[src/rtl/apb_cmd_master.sv]
// apb_cmd_master: APB4 master driven by a valid/ready command port.
// Requests are queued in a REQ_DEPTH-entry FIFO and executed strictly in
// order as SETUP/ACCESS transfers. Each completion is returned on a
// single-entry response channel.
//
// Optional feature macro: APB_CMD_MASTER_TIMEOUT_EN
//   When defined, ACCESS is aborted after TIMEOUT_CYCLES wait cycles. The
//   abort returns an error response and pulses timeout_o. When undefined,
//   ACCESS waits indefinitely for pready_i.
//
// Ports:
//   clk_i, arst_ni              clock, async active-low reset
//   req_valid_i/req_ready_o     command handshake
//   req_write_i/addr/wdata/strb command payload
//   rsp_valid_o/rsp_ready_i     response handshake
//   rsp_rdata_o/rsp_slverr_o    response payload
//   timeout_o                   one-cycle pulse on timeout abort
//   psel_o..pstrb_o             APB request signals (registered)
//   pready_i/prdata_i/pslverr_i APB completion signals
module apb_cmd_master #(
  parameter int unsigned ADDR_WIDTH     = 32,
  parameter int unsigned DATA_WIDTH     = 32,
  parameter int unsigned REQ_DEPTH      = 4,
  parameter int unsigned TIMEOUT_CYCLES = 256
) (
  input  logic                    clk_i,
  input  logic                    arst_ni,
  input  logic                    req_valid_i,
  output logic                    req_ready_o,
  input  logic                    req_write_i,
  input  logic [ADDR_WIDTH-1:0]   req_addr_i,
  input  logic [DATA_WIDTH-1:0]   req_wdata_i,
  input  logic [DATA_WIDTH/8-1:0] req_strb_i,
  output logic                    rsp_valid_o,
  input  logic                    rsp_ready_i,
  output logic [DATA_WIDTH-1:0]   rsp_rdata_o,
  output logic                    rsp_slverr_o,
  output logic                    timeout_o,
  output logic                    psel_o,
  output logic                    penable_o,
  output logic [ADDR_WIDTH-1:0]   paddr_o,
  output logic                    pwrite_o,
  output logic [DATA_WIDTH-1:0]   pwdata_o,
  output logic [DATA_WIDTH/8-1:0] pstrb_o,
  input  logic                    pready_i,
  input  logic [DATA_WIDTH-1:0]   prdata_i,
  input  logic                    pslverr_i
);

  localparam int unsigned STRB_WIDTH = DATA_WIDTH / 8;
  localparam int unsigned PTR_WIDTH  = $clog2(REQ_DEPTH);
  localparam int unsigned CNT_WIDTH  = PTR_WIDTH + 1;

  // Reject configurations the FIFO pointer arithmetic cannot support.
  if (REQ_DEPTH < 2 || (REQ_DEPTH & (REQ_DEPTH - 1)) != 0 || TIMEOUT_CYCLES == 0) begin : g_bad_cfg
    $error("apb_cmd_master: REQ_DEPTH must be a power of two >= 2 and TIMEOUT_CYCLES > 0");
  end

  typedef enum logic [1:0] {
    IDLE   = 2'd0,
    SETUP  = 2'd1,
    ACCESS = 2'd2
  } state_t;

  state_t state;

  logic [REQ_DEPTH-1:0]  fifo_write;
  logic [ADDR_WIDTH-1:0] fifo_addr  [REQ_DEPTH];
  logic [DATA_WIDTH-1:0] fifo_wdata [REQ_DEPTH];
  logic [STRB_WIDTH-1:0] fifo_strb  [REQ_DEPTH];

  logic [PTR_WIDTH-1:0] wr_ptr;
  logic [PTR_WIDTH-1:0] rd_ptr;
  logic [CNT_WIDTH-1:0] count;
  logic [CNT_WIDTH-1:0] count_next;

  logic push;
  logic start;
  logic done;
  logic abort;
  logic pop;

  // Handshake and transfer-boundary decodes.
  assign push  = req_valid_i && req_ready_o;
  assign start = (state == IDLE) && (count != '0) && (!rsp_valid_o || rsp_ready_i);
  assign done  = (state == ACCESS) && pready_i;
  assign pop   = done || abort;

`ifdef APB_CMD_MASTER_TIMEOUT_EN
  localparam int unsigned WAIT_WIDTH = $clog2(TIMEOUT_CYCLES + 1);
  logic [WAIT_WIDTH-1:0] wait_cnt;

  // Abort on the edge that would bring the wait count to TIMEOUT_CYCLES.
  assign abort = (state == ACCESS) && !pready_i &&
                 (wait_cnt == WAIT_WIDTH'(TIMEOUT_CYCLES - 1));

  // Wait-cycle counter; cleared while in SETUP so it starts at 0 in ACCESS.
  always_ff @(posedge clk_i or negedge arst_ni) begin
    if (!arst_ni) begin
      wait_cnt <= '0;
    end else if (state == SETUP) begin
      wait_cnt <= '0;
    end else if (state == ACCESS && !pready_i) begin
      wait_cnt <= wait_cnt + WAIT_WIDTH'(1);
    end
  end
`else
  assign abort = 1'b0;
`endif

  // Occupancy after this edge's push/pop.
  always_comb begin
    count_next = count;
    count_next = count + CNT_WIDTH'(push) - CNT_WIDTH'(pop);
  end

  // Request storage; payload needs no reset.
  always_ff @(posedge clk_i) begin
    if (push) begin
      fifo_write[wr_ptr] <= req_write_i;
      fifo_addr[wr_ptr]  <= req_addr_i;
      fifo_wdata[wr_ptr] <= req_wdata_i;
      fifo_strb[wr_ptr]  <= req_strb_i;
    end
  end

  // Control FSM, FIFO pointers, APB and response registers.
  always_ff @(posedge clk_i or negedge arst_ni) begin
    if (!arst_ni) begin
      state        <= IDLE;
      wr_ptr       <= '0;
      rd_ptr       <= '0;
      count        <= '0;
      req_ready_o  <= 1'b1;
      psel_o       <= 1'b0;
      penable_o    <= 1'b0;
      paddr_o      <= '0;
      pwrite_o     <= 1'b0;
      pwdata_o     <= '0;
      pstrb_o      <= '0;
      rsp_valid_o  <= 1'b0;
      rsp_rdata_o  <= '0;
      rsp_slverr_o <= 1'b0;
      timeout_o    <= 1'b0;
    end else begin
      count       <= count_next;
      req_ready_o <= (count_next != CNT_WIDTH'(REQ_DEPTH));
      timeout_o   <= abort;
      if (push) wr_ptr <= wr_ptr + PTR_WIDTH'(1);
      if (pop)  rd_ptr <= rd_ptr + PTR_WIDTH'(1);

      case (state)
        IDLE: begin
          if (start) begin
            state     <= SETUP;
            psel_o    <= 1'b1;
            penable_o <= 1'b0;
            paddr_o   <= fifo_addr[rd_ptr];
            pwrite_o  <= fifo_write[rd_ptr];
            // Reads drive no data and no strobes.
            pwdata_o  <= fifo_write[rd_ptr] ? fifo_wdata[rd_ptr] : '0;
            pstrb_o   <= fifo_write[rd_ptr] ? fifo_strb[rd_ptr]  : '0;
          end
        end
        SETUP: begin
          state     <= ACCESS;
          penable_o <= 1'b1;
        end
        ACCESS: begin
          if (pop) begin
            state     <= IDLE;
            psel_o    <= 1'b0;
            penable_o <= 1'b0;
          end
        end
        default: begin
          state     <= IDLE;
          psel_o    <= 1'b0;
          penable_o <= 1'b0;
        end
      endcase

      // A new completion cannot overlap a pending response: SETUP is only
      // entered once the slot is free.
      if (pop) begin
        rsp_valid_o  <= 1'b1;
        rsp_rdata_o  <= (done && !pwrite_o) ? prdata_i : '0;
        rsp_slverr_o <= done ? pslverr_i : 1'b1;
      end else if (rsp_ready_i) begin
        rsp_valid_o  <= 1'b0;
      end
    end
  end

endmodule

[config.mk]
export PLATFORM = sky130hd
export DESIGN_NAME = apb_cmd_master
export DESIGN_NICKNAME = d
export VERILOG_FILES = /design/src/rtl/apb_cmd_master.sv
export SDC_FILE = /design/constraint.sdc
export NUM_CORES = 1
export LEC_CHECK = 0
export CAP_MARGIN = 20
export CORE_ASPECT_RATIO = 1.5
export CORE_UTILIZATION = 54
export CTS_CLUSTER_DIAMETER = 30
export DETAILED_ROUTE_END_ITERATION = 8
export GPL_TIMING_DRIVEN = 0
export PLACE_DENSITY = 0.85
export SLEW_MARGIN = 20
export SYNTH_ARGS = -nofsm -noshare
export SYNTH_HDL_FRONTEND = slang
export SYNTH_SLANG_ARGS = --single-unit
export TNS_END_PERCENT = 100
[constraint.sdc]
create_clock -name clk_i -period 3.7 [get_ports clk_i]
set_clock_uncertainty 0.15 [all_clocks]
set_input_delay 0.74 -clock clk_i [delete_from_list [all_inputs] [get_ports clk_i]]
set_output_delay 0.74 -clock clk_i [all_outputs]
set_load 0.005 [all_outputs]
### After elaboration in Yosys (flattened, before gate mapping)

Memory sizes are Yosys's and may differ from the RTL's. A register that Yosys moved wholly into a read port is not among the register bits.
Index checks and enable logic that the tools add are counted.

| word-level totals | value |
|---|---|
| bits in writable memories | 272 |
| word-level logic and storage cells | 66 |
| memories kept | 3 |
| input port bits | 107 |
| output and inout bits | 107 |
| flip-flop bits (word level) | 87 |

| cells by class | value |
|---|---|
| reduce and logical (&&, ||, !) cells | 16 |
| bitwise gates (word level) | 1 |
| $add $sub $neg | 4 |
| $lt $le $gt $ge | 3 |
| mux-type cells | 20 |
| equal/unequal tests | 5 |

Memories:

| memory | depth | width | rd ports | clocked after memory_dff | write ports | RTL line | RTL |
|---|---|---|---|---|---|---|---|
| fifo_addr | 4 | 32 | 1 | 1 | 1 | 68 | `logic [ADDR_WIDTH-1:0] fifo_addr [REQ_DEPTH];` |
| fifo_wdata | 4 | 32 | 1 | 0 | 1 | 69 | `logic [DATA_WIDTH-1:0] fifo_wdata [REQ_DEPTH];` |
| fifo_strb | 4 | 4 | 1 | 0 | 1 | 70 | `logic [STRB_WIDTH-1:0] fifo_strb [REQ_DEPTH];` |

Operators by type and width:

| operator | number |
|---|---|
| 32-bit two-way mux | 2 |
| 1-bit two-way mux | 9 |
| 1-bit logical AND | 6 |
| 2-bit by 3-bit < comparator with 1-bit output (second input constant) | 2 |
| 1-bit case mux with 3 select lines | 2 |
| 2-bit case mux with 3 select lines | 1 |
| 2-bit by 1-bit adder with 2-bit output (second input constant) | 2 |
| 4-bit bitwise mux | 1 |
| 2-bit two-way mux | 2 |
| 4-bit two-way mux | 1 |
| 2-bit != test (second input constant) | 2 |
| 2-bit AND reduction | 2 |
| 3-bit by 1-bit adder with 3-bit output | 1 |
| 1-bit zero test | 3 |
| 3-bit != test (second input constant) | 1 |
| 3-bit AND reduction | 1 |
| 3-bit nonzero test | 1 |
| 3-bit by 1-bit subtractor with 3-bit output | 1 |
| 1-bit binary-select mux with 2-bit select | 1 |
| 1-bit demux with 2-bit select | 1 |
| 2-bit by 1-bit equality test with 1-bit output (second input constant) | 1 |
| 2-bit equality test (second input constant) | 1 |
| 2-bit by 1-bit greater-or-equal comparator with 1-bit output (second input constant) | 1 |
| 2-bit zero test | 1 |
| 3 further kinds | 3 |

### Depth between registers and ports, before layout

| depth | value |
|---|---|
| depth in word-level cells | 5 |
| depth in mapped cells | 9 |
| depth with buffers taken out | 8 |

### Least setup slack after synthesis

Ideal clock, no wire load.

| timing | value |
|---|---|
| path kind | input to register |
| start point | input req_valid_i |
| end point | memory fifo_addr[0][0] (enable) |
| data required time | 3115 ps |
| path slack | 704 ps |
| setup time | 435 ps |
| arrival time | 2411 ps |
| cell stages on the path | 1 |
| buffers on the path | 0 |
| cells stage by stage | and3_1 |

| between the ends | value |
|---|---|
| word-level cells in the longest chain between the ends | 3 |

Ends and longest elaborated chain:

| what | RTL line | RTL |
|---|---|---|
| start: declaration | 28 | `input logic req_valid_i,` |
| 1-bit logical AND | 84 | `assign push = req_valid_i && req_ready_o;` |
| 1-bit two-way mux | 119 | `if (push) begin` |
| 1-bit two-way mux (not written as such) | 121 | `fifo_addr[wr_ptr] <= req_addr_i;` |
| end: declaration | 68 |  |

Every way passes these cells.

### Worst setup path after layout

| timing | value |
|---|---|
| start point | input pready_i |
| end point | register req_ready_o |

| between the ends | value |
|---|---|
| word-level cells in the longest chain between the ends | 3 |

Ends and longest elaborated chain:

| what | RTL line | RTL |
|---|---|---|
| start: declaration | 45 | `input logic pready_i,` |
| 1-bit logical AND | 86 | `assign done = (state == ACCESS) && pready_i;` |
| 3-bit by 1-bit subtractor with 3-bit output | 114 | `count_next = count + CNT_WIDTH'(push) - CNT_WIDTH'(pop);` |
| via count_next[2] | 75 | `logic [CNT_WIDTH-1:0] count_next;` |
| 3-bit != test | 147 | `req_ready_o <= (count_next != CNT_WIDTH'(REQ_DEPTH));` |
| end signal: assignment | 147 |  |
| end: declaration | 29 | `output logic req_ready_o,` |

The timed path passes the listed nets, and every way through them passes these cells.
A chain may end at the register's enable or synchronous reset.

==> results.sh <==
export IMPL_yosys_warnings=0
export IMPL_ys_seq_area_share_pct=74.7
export IMPL_port_buffers=212
export IMPL_layout_min_cycle_time_ns=2.88
export IMPL_yosys_area_top_type="edfxtp_1"
export IMPL_whs_ns=0.00839
export IMPL_crit_fanout=10
export IMPL_drv_cap=0
export IMPL_hold_viol=0
export IMPL_nNetsFinal=1155
export IMPL_synth_top_family_by_area="multiplexers"
export IMPL_synth_most_common_cell="edfxtp_1"
export IMPL_avgSynthCellArea_sq_um=19.3
export IMPL_swShare_pct=28.0
export IMPL_muxShareOfSynthArea_pct=16.3
export IMPL_period_share_pct=77.8
export IMPL_seqCellArea_sq_um=11100
export IMPL_powerDensity_nw_per_um2=867
export IMPL_ys_types=30
export IMPL_wl_per_cell_um=21.1
export IMPL_gr_usage_met3_pct=4.39
export IMPL_hpwlAfterDp_mm=19.0
export IMPL_antenna_found_initial=3
export IMPL_worstPathCellList="clkdlybuf4s50_1 -> nand3b_1 -> clkbuf_1 -> nand2b_1 -> nand2_1 -> ha_1 -> fa_1 -> xor2_1 -> xnor2_1 -> nand2_1"
export IMPL_crit_path_end_kind="register"
export IMPL_drtIter0Drc=290
export IMPL_ys_top_cells_by_area="edfxtp_1, dfrtp_1, mux4_2"
export IMPL_clkSlewWorstSetupHoldPaths_ns=0.06
export IMPL_worst_slack_ns=0.820
export IMPL_synth_compound_area_share_pct=1.29
export IMPL_synth_top_area_share_pct=55.6
export IMPL_vdd_drop_max_v=0.000601
export IMPL_drc=0
export IMPL_drive_gt1_share_pct=20.6
export IMPL_critPathSlowestCell="clkdlybuf4s50_1"
export IMPL_grt_max_degree=64
export IMPL_dieWidth_um=138
export IMPL_ys_ff_latch=390
export IMPL_stdcell_count=1425
export IMPL_grt_pass1_vias=8396
export IMPL_wl_mm=30.1
export IMPL_initial_core_util_pct=54.8
export IMPL_clkPwrFrac_pct=29.0
export IMPL_grt_total_usage_pct=22.1
export IMPL_pin_count=214
export IMPL_fmax_mhz=347
export IMPL_critPathRequiredTime_ns=4.01
export IMPL_hold_path_class="in2async"
export IMPL_drv_slew=0
export IMPL_clock_latency_ns=0.54
export IMPL_synthAdderAreaFrac_pct=0.554
export IMPL_cp_start_kind="input port"
export IMPL_synthesis_area_sq_um=14900
export IMPL_cp_common_cell="nand2_1"
export IMPL_synth_net_count=887
export IMPL_via_per_inst=5.40
export IMPL_ctsHoldBuffers=0
export IMPL_cts_repair_resized=0
export IMPL_multi_input_area_sq_um=3310
export IMPL_rsz0062_at_grt="no"
export IMPL_finalSetupTns_ns=0
export IMPL_status="finished, final reports clean"
export IMPL_intPower_w=0.0121
export IMPL_clock_sinks=390
export IMPL_cts_tree="built"
export IMPL_met1_usage_pct=24.9
export IMPL_htreeDepth=2
export IMPL_grt_ovfl_total=0
export IMPL_dp_cells=1333
export IMPL_rows=74
export IMPL_cts_root_buf="clkbuf_16"
export IMPL_syn2layout_area_growth_pct=29.6
export IMPL_slowest_delay_ns=0.45
export IMPL_post_cts_setup_buffers=0
export IMPL_grt_pass1_wl_mm=45.7
export IMPL_synth_cells=774
export IMPL_synth_xor_area_share_pct=0.294
export IMPL_async_flop_share_pct=29.2
export IMPL_relSlewSlack_pct=50.4
export IMPL_p_seq_share_pct=38.2
export IMPL_busiest_layer="met2"
export IMPL_ys_top_cells_by_count="edfxtp_1, dfrtp_1, nand2_1, mux4_2, inv_1"
export IMPL_pwr_share_comb_pct=32.8
export IMPL_first_pass_iters=7
export IMPL_p_leak_nw=7.18
export IMPL_setup_violations=0
export IMPL_synthSimpleGateAreaFrac_pct=3.55
export IMPL_core_area_sq_um=27200
export IMPL_pre_cts_ws_ns=0.248
export IMPL_synth_edf_count=276
export IMPL_fill_cells=1656
export IMPL_cts_buffer_depth=3
export IMPL_ant_nets=0
export IMPL_power_switching_w=0.00469
export IMPL_worstMarginPinSlew_ns=0.743
export IMPL_use_met2_pct=39.6
export IMPL_arrival_ns=3.19
export IMPL_synth_ff_type="edfxtp_1"
export IMPL_gp_congestion=0.721
export IMPL_dieArea_sq_um=28300
export IMPL_cts_buffers=49
export IMPL_fp_dieH_um=206
export IMPL_path_class="in2reg"
export IMPL_dr_total_vias=7689
-- routing by layer --
| metal | wire length [um] | vias up |
|---|---|---|
| met1 | 10900 | 3899 |
| met3 | 1690 | 70 |
| met2 | 16400 | 268 |
| met4 | 1060 | 0 |
| li1 | - | 3452 |
| met5 | 0 | - |
-- flip-flops by register name (all words and copies together), names as in the netlist, 2 cells and up --
name,count
count,3
fifo_addr,128
fifo_strb,16
fifo_wdata,128
fifo_write,4
paddr_o,32
pstrb_o,4
pwdata_o,32
rd_ptr,2
rsp_rdata_o,32
wr_ptr,2
-- cell families after synthesis --
family	after synthesis
simple gates	114
buf+inv	81
flops	390
other cells	1
mux	141
xor+xnor	5
fa+ha+maj	6
compound gates	36
-- layout by cell type, fill, tap and decap left out, drive strengths merged, types with 2 or more instances in the layout --
master         instances
mux4                  69
dfrtp                113
clkdlybuf4s50        211
clkinv                 8
clkbuf                75
xnor2                  3
inv                   51
clkinvlp               6
nand2                 71
xor2                   2
nand2b                34
and3                   4
mux2i                 37
nor2                   2
ha                     5
mux2                  35
edfxtp               276
o21ai                 34
buf                   29
bufinv                 7
diode                  3
-- per-stage QoR --
stage	cell area (sq um)	utilization, %	power [W]
after floorplan	14900	-	0.00976
after global placement	17500	64.2	0.0118
after detailed placement	17600	64.7	0.0121
after CTS	19300	71.0	0.0170
after global routing	19300	71.0	0.0175
final	19300	71.0	0.0168
-- critical path, delay by kind of cell --
kind	cells	cell delay [ns]
buf+inv	2	0.88
simple gates	4	0.63
fa+ha+maj	2	0.57
xor+xnor	2	0.36
-- area by class of cell --
cell class | count | area share, %
sequential | 390 | 57.6
multi-input combinational | 303 | 17.1
timing repair buffer | 217 | 11.7
clock buffer | 59 | 6.80
tap | 342 | 2.21
clock inverter | 30 | 2.00
buffer | 39 | 1.68
inverter | 42 | 0.815
antenna | 3 | 0.0388
-- worst paths after layout --
kind / from / end / slack, ns / cells past startpoint
max: pready_i / req_ready_o$_DFF_PN1_ / 0.82 / 10
min: arst_ni / rsp_rdata_o[19]$_DFFE_PN0P_ / 0.008 / 1
max reg2reg: penable_o$_DFFE_PN0P_ / req_ready_o$_DFF_PN1_ / 1.03 / 9
min reg2reg: rsp_rdata_o[13]$_DFFE_PN0P_ / rsp_rdata_o[13]$_DFFE_PN0P_ / 0.33 / 2
max in group asynchronous: arst_ni / paddr_o[14]$_DFFE_PN0P_ / 2.65 / 2
min in group clk_i: rsp_rdata_o[13]$_DFFE_PN0P_ / rsp_rdata_o[13]$_DFFE_PN0P_ / 0.33 / 2
-- power by group through the flow --
stage | combinational, W | clock [W] | sequential [W]
global placement | 0.00532 | 0 | 0.00650
global route | 0.00594 | 0.00510 | 0.00651
CTS | 0.00562 | 0.00494 | 0.00642
floorplan | 0.00332 | 0 | 0.00644
finish | 0.00549 | 0.00486 | 0.00641
detailed placement | 0.00558 | 0 | 0.00647
(Power assumes the default switching activity.)
